## src/rtl/cnn_pkg.sv

```systemverilog
`default_nettype none
//------------------------------------------------------------------------------
// Module   : cnn_pkg
// Brief    : Shared types and defaults for the CNN pixel-feed datapath.
// Revision : 1.0  initial release
//------------------------------------------------------------------------------
package cnn_pkg;

   localparam int PIXEL_W   = 8;
   localparam int IMG_W_DEF = 28;
   localparam int IMG_H_DEF = 28;
   localparam int K_DEF     = 5;

   // Frame scheduler states
   typedef enum logic [1:0] {
      ST_IDLE   = 2'd0,
      ST_STREAM = 2'd1,
      ST_DONE   = 2'd2
   } state_t;

endpackage
`default_nettype wire

```

## src/rtl/conv_feed_scheduler_if.sv

```systemverilog
`default_nettype none
//------------------------------------------------------------------------------
// Module   : conv_feed_scheduler_if
// Brief    : Start, FIFO-read and conv-output signal bundle of the scheduler.
// Revision : 1.0  initial release
//------------------------------------------------------------------------------
interface conv_feed_scheduler_if
   import cnn_pkg::*;
#(
   parameter int IMG_W = IMG_W_DEF,
   parameter int IMG_H = IMG_H_DEF
);

   logic                       i_start;
   logic                       o_rd_en;
   logic                       i_feature_valid;
   logic [PIXEL_W-1:0]         i_feature;
   logic                       i_conv_ready;
   logic                       o_pixel_valid;
   logic [PIXEL_W-1:0]         o_pixel;
   logic [$clog2(IMG_H)-1:0]   o_row;
   logic [$clog2(IMG_W)-1:0]   o_col;
   logic                       o_window_valid;
   logic                       o_busy;
   logic                       o_frame_done;

   // Scheduler side
   modport master (
      input  i_start, i_feature_valid, i_feature, i_conv_ready,
      output o_rd_en, o_pixel_valid, o_pixel, o_row, o_col,
             o_window_valid, o_busy, o_frame_done
   );

   // Environment side (FIFO, conv block, controller)
   modport slave (
      output i_start, i_feature_valid, i_feature, i_conv_ready,
      input  o_rd_en, o_pixel_valid, o_pixel, o_row, o_col,
             o_window_valid, o_busy, o_frame_done
   );

endinterface
`default_nettype wire

```

## src/rtl/skid_buffer2.sv

```systemverilog
`default_nettype none
//------------------------------------------------------------------------------
// Module   : skid_buffer2
// Brief    : Two-entry FIFO-style skid buffer; head entry drives the output.
// Revision : 1.0  initial release
//------------------------------------------------------------------------------
module skid_buffer2 #(
   parameter int DATA_W = 8
) (
   input  wire logic              clk,
   input  wire logic              rst,
   input  wire logic              push,
   input  wire logic [DATA_W-1:0] push_data,
   input  wire logic              pop,
   output logic                   head_valid,
   output logic [DATA_W-1:0]      head_data,
   output logic [1:0]             occupancy
);

   logic [DATA_W-1:0] r_entry0;
   logic [DATA_W-1:0] r_entry1;
   logic [1:0]        r_count;
   logic              w_pop;

   // A pop request against an empty buffer is a no-op
   assign w_pop = pop && (r_count != 2'd0);

   // Entry 0 is always the head; entry 1 shifts forward on pop
   always_ff @(posedge clk or posedge rst) begin
      if (rst) begin
         r_entry0 <= '0;
         r_entry1 <= '0;
         r_count  <= 2'd0;
      end else begin
         case ({push, w_pop})
            2'b10: begin
               if (r_count == 2'd0) r_entry0 <= push_data;
               else                 r_entry1 <= push_data;
               r_count <= r_count + 2'd1;
            end
            2'b01: begin
               r_entry0 <= r_entry1;
               r_count  <= r_count - 2'd1;
            end
            2'b11: begin
               // Occupancy unchanged: pop head, push tail
               if (r_count == 2'd1) begin
                  r_entry0 <= push_data;
               end else begin
                  r_entry0 <= r_entry1;
                  r_entry1 <= push_data;
               end
            end
            default: ;
         endcase
      end
   end

   assign head_valid = (r_count != 2'd0);
   assign head_data  = r_entry0;
   assign occupancy  = r_count;

endmodule
`default_nettype wire

```

## src/rtl/conv_feed_scheduler.sv

```systemverilog
`default_nettype none
//------------------------------------------------------------------------------
// Module   : conv_feed_scheduler
// Brief    : Reads one image frame from a pixel FIFO and streams it, with
//            row/column tags and KxK window flags, to a convolution block.
// Revision : 1.0  initial release
//------------------------------------------------------------------------------
module conv_feed_scheduler
   import cnn_pkg::*;
#(
   parameter int IMG_W = IMG_W_DEF,
   parameter int IMG_H = IMG_H_DEF,
   parameter int K     = K_DEF
) (
   input  wire logic              i_sys_clk,
   input  wire logic              i_rst,
   conv_feed_scheduler_if.master  bus
);

   localparam int RW   = $clog2(IMG_H);
   localparam int CW   = $clog2(IMG_W);
   localparam int NPIX = IMG_W * IMG_H;
   localparam int QW   = $clog2(NPIX + 1);

   localparam logic [RW-1:0] c_row_last = RW'(IMG_H - 1);
   localparam logic [CW-1:0] c_col_last = CW'(IMG_W - 1);
   localparam logic [RW-1:0] c_row_k    = RW'(K - 1);
   localparam logic [CW-1:0] c_col_k    = CW'(K - 1);
   localparam logic [QW-1:0] c_npix     = QW'(NPIX);

   state_t              r_state;
   logic                r_busy;
   logic                r_frame_done;
   logic [QW-1:0]       r_req_cnt;
   logic                r_in_flight;
   logic [RW-1:0]       r_row;
   logic [CW-1:0]       r_col;

   logic                w_head_valid;
   logic [PIXEL_W-1:0]  w_head_data;
   logic [1:0]          w_occ;
   logic                w_rd_en;
   logic                w_xfer;
   logic                w_last_xfer;

   skid_buffer2 #(
      .DATA_W (PIXEL_W)
   ) u_skid (
      .clk        (i_sys_clk),
      .rst        (i_rst),
      .push       (bus.i_feature_valid),
      .push_data  (bus.i_feature),
      .pop        (bus.i_conv_ready),
      .head_valid (w_head_valid),
      .head_data  (w_head_data),
      .occupancy  (w_occ)
   );

   // Reads in flight count against buffer space so a push never overflows
   assign w_rd_en     = (r_state == ST_STREAM) && (r_req_cnt < c_npix) &&
                        ((w_occ + {1'b0, r_in_flight}) < 2'd2);
   assign w_xfer      = w_head_valid && bus.i_conv_ready;
   assign w_last_xfer = w_xfer && (r_row == c_row_last) && (r_col == c_col_last);

   // Frame FSM with registered status outputs and read bookkeeping
   always_ff @(posedge i_sys_clk or posedge i_rst) begin
      if (i_rst) begin
         r_state      <= ST_IDLE;
         r_busy       <= 1'b0;
         r_frame_done <= 1'b0;
         r_req_cnt    <= '0;
         r_in_flight  <= 1'b0;
      end else begin
         r_in_flight <= w_rd_en;
         if (w_rd_en) r_req_cnt <= r_req_cnt + QW'(1);
         case (r_state)
            ST_IDLE: begin
               if (bus.i_start) begin
                  r_state   <= ST_STREAM;
                  r_busy    <= 1'b1;
                  r_req_cnt <= '0;
               end
            end
            ST_STREAM: begin
               if (w_last_xfer) begin
                  r_state      <= ST_DONE;
                  r_frame_done <= 1'b1;
               end
            end
            ST_DONE: begin
               r_state      <= ST_IDLE;
               r_busy       <= 1'b0;
               r_frame_done <= 1'b0;
            end
            default: begin
               r_state      <= ST_IDLE;
               r_busy       <= 1'b0;
               r_frame_done <= 1'b0;
            end
         endcase
      end
   end

   // Raster position of the head pixel; advances only on a transfer
   always_ff @(posedge i_sys_clk or posedge i_rst) begin
      if (i_rst) begin
         r_row <= '0;
         r_col <= '0;
      end else if (w_xfer) begin
         if (r_col == c_col_last) begin
            r_col <= '0;
            r_row <= (r_row == c_row_last) ? '0 : r_row + RW'(1);
         end else begin
            r_col <= r_col + CW'(1);
         end
      end
   end

   assign bus.o_rd_en        = w_rd_en;
   assign bus.o_pixel_valid  = w_head_valid;
   assign bus.o_pixel        = w_head_data;
   assign bus.o_row          = r_row;
   assign bus.o_col          = r_col;
   assign bus.o_window_valid = w_head_valid && (r_row >= c_row_k) && (r_col >= c_col_k);
   assign bus.o_busy         = r_busy;
   assign bus.o_frame_done   = r_frame_done;

endmodule
`default_nettype wire

```

## src/flat_wrapper.sv

```systemverilog
// flat-port wrapper written by rule: the top's interface ports become plain ports
module conv_feed_scheduler_flat import cnn_pkg::*;
#(
   parameter int IMG_W = IMG_W_DEF,
   parameter int IMG_H = IMG_H_DEF,
   parameter int K     = K_DEF
)
  (i_sys_clk, i_rst, bus_i_start, bus_i_feature_valid, bus_i_feature, bus_i_conv_ready, bus_o_rd_en, bus_o_pixel_valid, bus_o_pixel, bus_o_row, bus_o_col, bus_o_window_valid, bus_o_busy, bus_o_frame_done);
  conv_feed_scheduler_if #(.IMG_W(IMG_W), .IMG_H(IMG_H)) bus_i ();
  input  wire logic i_sys_clk;
  input  wire logic i_rst;
  input wire logic [$bits(bus_i.i_start)-1:0] bus_i_start;
  input wire logic [$bits(bus_i.i_feature_valid)-1:0] bus_i_feature_valid;
  input wire logic [$bits(bus_i.i_feature)-1:0] bus_i_feature;
  input wire logic [$bits(bus_i.i_conv_ready)-1:0] bus_i_conv_ready;
  output wire logic [$bits(bus_i.o_rd_en)-1:0] bus_o_rd_en;
  output wire logic [$bits(bus_i.o_pixel_valid)-1:0] bus_o_pixel_valid;
  output wire logic [$bits(bus_i.o_pixel)-1:0] bus_o_pixel;
  output wire logic [$bits(bus_i.o_row)-1:0] bus_o_row;
  output wire logic [$bits(bus_i.o_col)-1:0] bus_o_col;
  output wire logic [$bits(bus_i.o_window_valid)-1:0] bus_o_window_valid;
  output wire logic [$bits(bus_i.o_busy)-1:0] bus_o_busy;
  output wire logic [$bits(bus_i.o_frame_done)-1:0] bus_o_frame_done;
  assign bus_i.i_start = bus_i_start;
  assign bus_i.i_feature_valid = bus_i_feature_valid;
  assign bus_i.i_feature = bus_i_feature;
  assign bus_i.i_conv_ready = bus_i_conv_ready;
  assign bus_o_rd_en = bus_i.o_rd_en;
  assign bus_o_pixel_valid = bus_i.o_pixel_valid;
  assign bus_o_pixel = bus_i.o_pixel;
  assign bus_o_row = bus_i.o_row;
  assign bus_o_col = bus_i.o_col;
  assign bus_o_window_valid = bus_i.o_window_valid;
  assign bus_o_busy = bus_i.o_busy;
  assign bus_o_frame_done = bus_i.o_frame_done;
  conv_feed_scheduler #(.IMG_W(IMG_W), .IMG_H(IMG_H), .K(K)) u_core (.i_sys_clk(i_sys_clk), .i_rst(i_rst), .bus(bus_i));
endmodule
```

## config.mk

```make
export PLATFORM = sky130hd
export DESIGN_NAME = conv_feed_scheduler_flat
export DESIGN_NICKNAME = d
export VERILOG_FILES = /design/src/rtl/cnn_pkg.sv /design/src/rtl/conv_feed_scheduler_if.sv /design/src/rtl/skid_buffer2.sv /design/src/rtl/conv_feed_scheduler.sv /design/src/flat_wrapper.sv
export SDC_FILE = /design/constraint.sdc
export NUM_CORES = 1
export LEC_CHECK = 0
export CORE_ASPECT_RATIO = 1.25
export CORE_MARGIN = 10
export CORE_UTILIZATION = 30
export CTS_CLUSTER_DIAMETER = 120
export CTS_CLUSTER_SIZE = 24
export DETAILED_ROUTE_END_ITERATION = 10
export HOLD_SLACK_MARGIN = 0.1
export MAX_ROUTING_LAYER = met4
export PLACE_DENSITY = 0.58
export REMOVE_ABC_BUFFERS = 1
export SLEW_MARGIN = 20
export SYNTH_ARGS = -nofsm -noshare
export SYNTH_HDL_FRONTEND = slang
export SYNTH_SLANG_ARGS = --single-unit
```

## constraint.sdc

```tcl
create_clock -name i_sys_clk -period 4.9 [get_ports i_sys_clk]
set_input_delay 0.98 -clock i_sys_clk [delete_from_list [all_inputs] [get_ports i_sys_clk]]
set_output_delay 0.98 -clock i_sys_clk [all_outputs]
set_load 0.005 [all_outputs]
```

==> flow_metrics.py <==
metrics = {
    "finish": {
        "fin_util": 0.3985,
        "layout-drive-gt1-share": 0.09877,
        "num_antenna_cells": 0,
        "syn2layout_area_growth_pct": 27.07,
        "finish.instance_area_um2": 2649,
        "nNetsFinal": 265,
        "num-fill-cells": 652,
    },
    "timing": {
        "finalCriticalPeriod_ns": 3.103,
        "setup_viol": 0,
        "finalHoldViolations": 0,
        "max_slew_margin": 0.3116,
        "max_freq_mhz": 322.3,
        "setup_tns_ns": 0,
        "drv_slew": 0,
        "rsz0062_at_grt": "false",
        "fin_crit_sh": 0.6333,
        "tightestPinTransition_ns": 1.022,
        "skew_ns": 0.004675,
    },
    "worst_setup_path": {
        "crit_fanout": 14,
        "path_class": "register to output port",
        "start_kind": "register",
        "critPathCaptureType": "output port",
        "required_ns": 3.92,
        "arrival_ns": 2.12,
    },
    "clock_network": {
        "cts_hold_buf": 0,
        "cts_buffers": 5,
        "cts_root_buf": "clkbuf_8",
        "cts_resized": 0,
        "cts_setup_buffers": 0,
        "cts_tree": "yes",
        "cts_buffer_depth": 2,
        "h-tree-depth": 2,
        "cts.sinks": 43,
        "clk_pin_slew_ns": 0.08,
        "clock_latency_ns": 0.29,
    },
    "global_routing": {
        "grt_remaining_overflow": 0,
        "antenna_found_initial": 0,
        "grt_pass1_wl_mm": 7.452,
        "grt_pass1_vias": 1575,
        "grt_start_max_net_pins": 44,
        "grtUsageTotal": 0.08727,
    },
    "routing": {
        "dr.pass1.iters": 6,
        "wl_mm": 4.349,
        "vias_per_cell": 4.797,
        "drtIter0Drc": 75,
        "vias": 1583,
        "ant_nets": 0,
        "drc": 0,
        "wl_per_cell_um": 13.18,
    },
    "yosys": {
        "syn-cell-area_um2": 2084,
        "ys_async_sr_fraction": 1.000,
        "ys_types": 35,
        "yosysWarnings": 0,
        "synthesis.instances": 204,
        "synth-seq-cells": 43,
        "ys.flop_type": "dfrtp_1",
        "synth_area_per_cell_um2": 10.22,
        "synth-seq-area-share": 0.5162,
        "synth_edf_count": 0,
    },
    "die": {
        "die_x_um": 94.56,
        "die_area_um2": 10700,
        "core_area_um2": 6648,
        "die_y_um": 113.2,
        "initial_utilization": 0.3136,
        "io_pins": 36,
        "placementRows": 33,
    },
    "place": {
        "gp_congestion": 0.7274,
        "place_area_um2": 2527,
        "port_buffers": 35,
        "dp_hpwl_mm": 3.198,
    },
    "worst_hold_path": {
        "hold_class": "register to register",
    },
    "run": {
        "drv_cap": 0,
    },
    "power_and_ir_drop": {
        "powerDensity_nw_per_um2": 531.7,
        "leakage_uw": 0.001125,
        "ir_drop_mv": 0.2680,
    },
    "run_status": {
        "status": "complete, no violations",
    },
}
state kept, by name, summed over array words and instances, names as in the netlist:
name / flops
u_core.r_in_flight: 1
u_core.bus.o_row: 5
u_core.bus.o_busy: 1
u_core.bus.o_frame_done: 1
u_core.r_state: 2
u_core.u_skid.occupancy: 2
u_core.u_skid.r_entry1: 8
u_core.u_skid.head_data: 8
u_core.r_req_cnt: 10
u_core.bus.o_col: 5
report_power, final:
group | switching (µW) | internal, µW
Clock | 119 | 165
Combinational | 251 | 290
Sequential | 102 | 481
Total | 472 | 936
final cells by class:
cell class,count,area [µm²],share of cell area
Multi-Input combinational cell,141,932.1,0.3519
Timing Repair Buffer,36,357.8,0.1351
Sequential cell,43,1076,0.4062
Tap cell,87,108.9,0.04110
Clock inverter,2,35.03,0.01323
Inverter,15,56.30,0.02126
Clock buffer,6,82.58,0.03118
Yosys cell counts, drive strengths merged, types with 2 or more instances:
| master | n | area [µm²] |
|---|---|---|
| xnor2 | 3 | 26.28 |
| nand4b | 2 | 17.52 |
| nand3 | 7 | 35.03 |
| inv | 15 | 56.30 |
| o21ai | 19 | 95.09 |
| nand2 | 28 | 105.1 |
| and2 | 2 | 12.51 |
| mux2 | 10 | 112.6 |
| nor2b | 2 | 12.51 |
| and3 | 2 | 12.51 |
| a21oi | 11 | 55.05 |
| buf | 4 | 20.02 |
| nor2 | 6 | 22.52 |
| mux2i | 3 | 30.03 |
| xor2 | 2 | 17.52 |
| nor3 | 4 | 20.02 |
| or3 | 2 | 12.51 |
| o31ai | 4 | 30.03 |
| a22oi | 8 | 60.06 |
| or4 | 3 | 22.52 |
| nand4 | 2 | 12.51 |
| ha | 10 | 125.1 |
| dfrtp | 43 | 1076 |
| nor4 | 3 | 25.02 |
placed cells by master, fill, tap and decap left out, types with 4 or more instances in the layout:
master and n:
o21ai_0 19, nor3_1 4, ha_1 10, nor2_1 6, mux2_2 10, clkdlybuf4s50_1 35, nand3_1 7, a21oi_1 10
dfrtp_1 43, a22oi_1 8, o31ai_1 4, clkbuf_8 6, inv_1 14, nand2_1 28
worst paths after layout:
check / slack [ns] / startpoint / to / cells after the start
setup / recovery: 1.80 / u_core.r_req_cnt[6] / bus_o_rd_en / 4
hold / removal: 0.47 / u_core.r_state[1] / u_core.bus.o_frame_done / 1
setup reg to reg: 2.27 / u_core.u_skid.occupancy[0] / u_core.u_skid.head_data[0] / 8
hold reg to reg: 0.47 / u_core.r_state[1] / u_core.bus.o_frame_done / 1
max in group asynchronous: 3.41 / i_rst / u_core.bus.o_row[1] / 3
min in group asynchronous: 1.13 / i_rst / u_core.u_skid.head_data[0] / 3
worst max-delay path: stages, from the launching register on:
cell and delay [ns]:
dfrtp_1 0.42, nor4_2 0.35, o221ai_2 0.28, inv_1 0.24
clkdlybuf4s50_1 0.54
routing by layer:
metal	GRT usage	part of all wire
met1	0.1012	0.44
met4	0.04500	0.015
met5	-	0
met3	0.02050	0.040
met2	0.1367	0.50
cells by family (layout without fill, tap and decap cells):
family,Yosys count,count (layout),synth area share
multiplexers,13,13,0.06843
AO/OA/AOI/OAI,46,46,0.1327
flip-flops,43,43,0.5162
buffers and inverters,20,59,0.03841
adder cells (fa/ha/maj),10,10,0.06002
XOR/XNOR,5,5,0.02101
AND/OR/NAND/NOR,67,67,0.1633
metrics by stage:
step | hold slack [ns] | instances | power, µW | setup slack (ns)
floorplan | 0.4350 | 199 | 890.6 | 2.371
global placement | 0.4635 | 322 | 1131 | 1.693
detailed placement | 0.4647 | 322 | 1146 | 1.618
CTS | 0.4774 | 330 | 1434 | 1.774
global route | 0.5013 | 330 | 1529 | 1.627
finish | 0.4684 | 330 | 1408 | 1.797
Power figures use the tool's default switching activity.
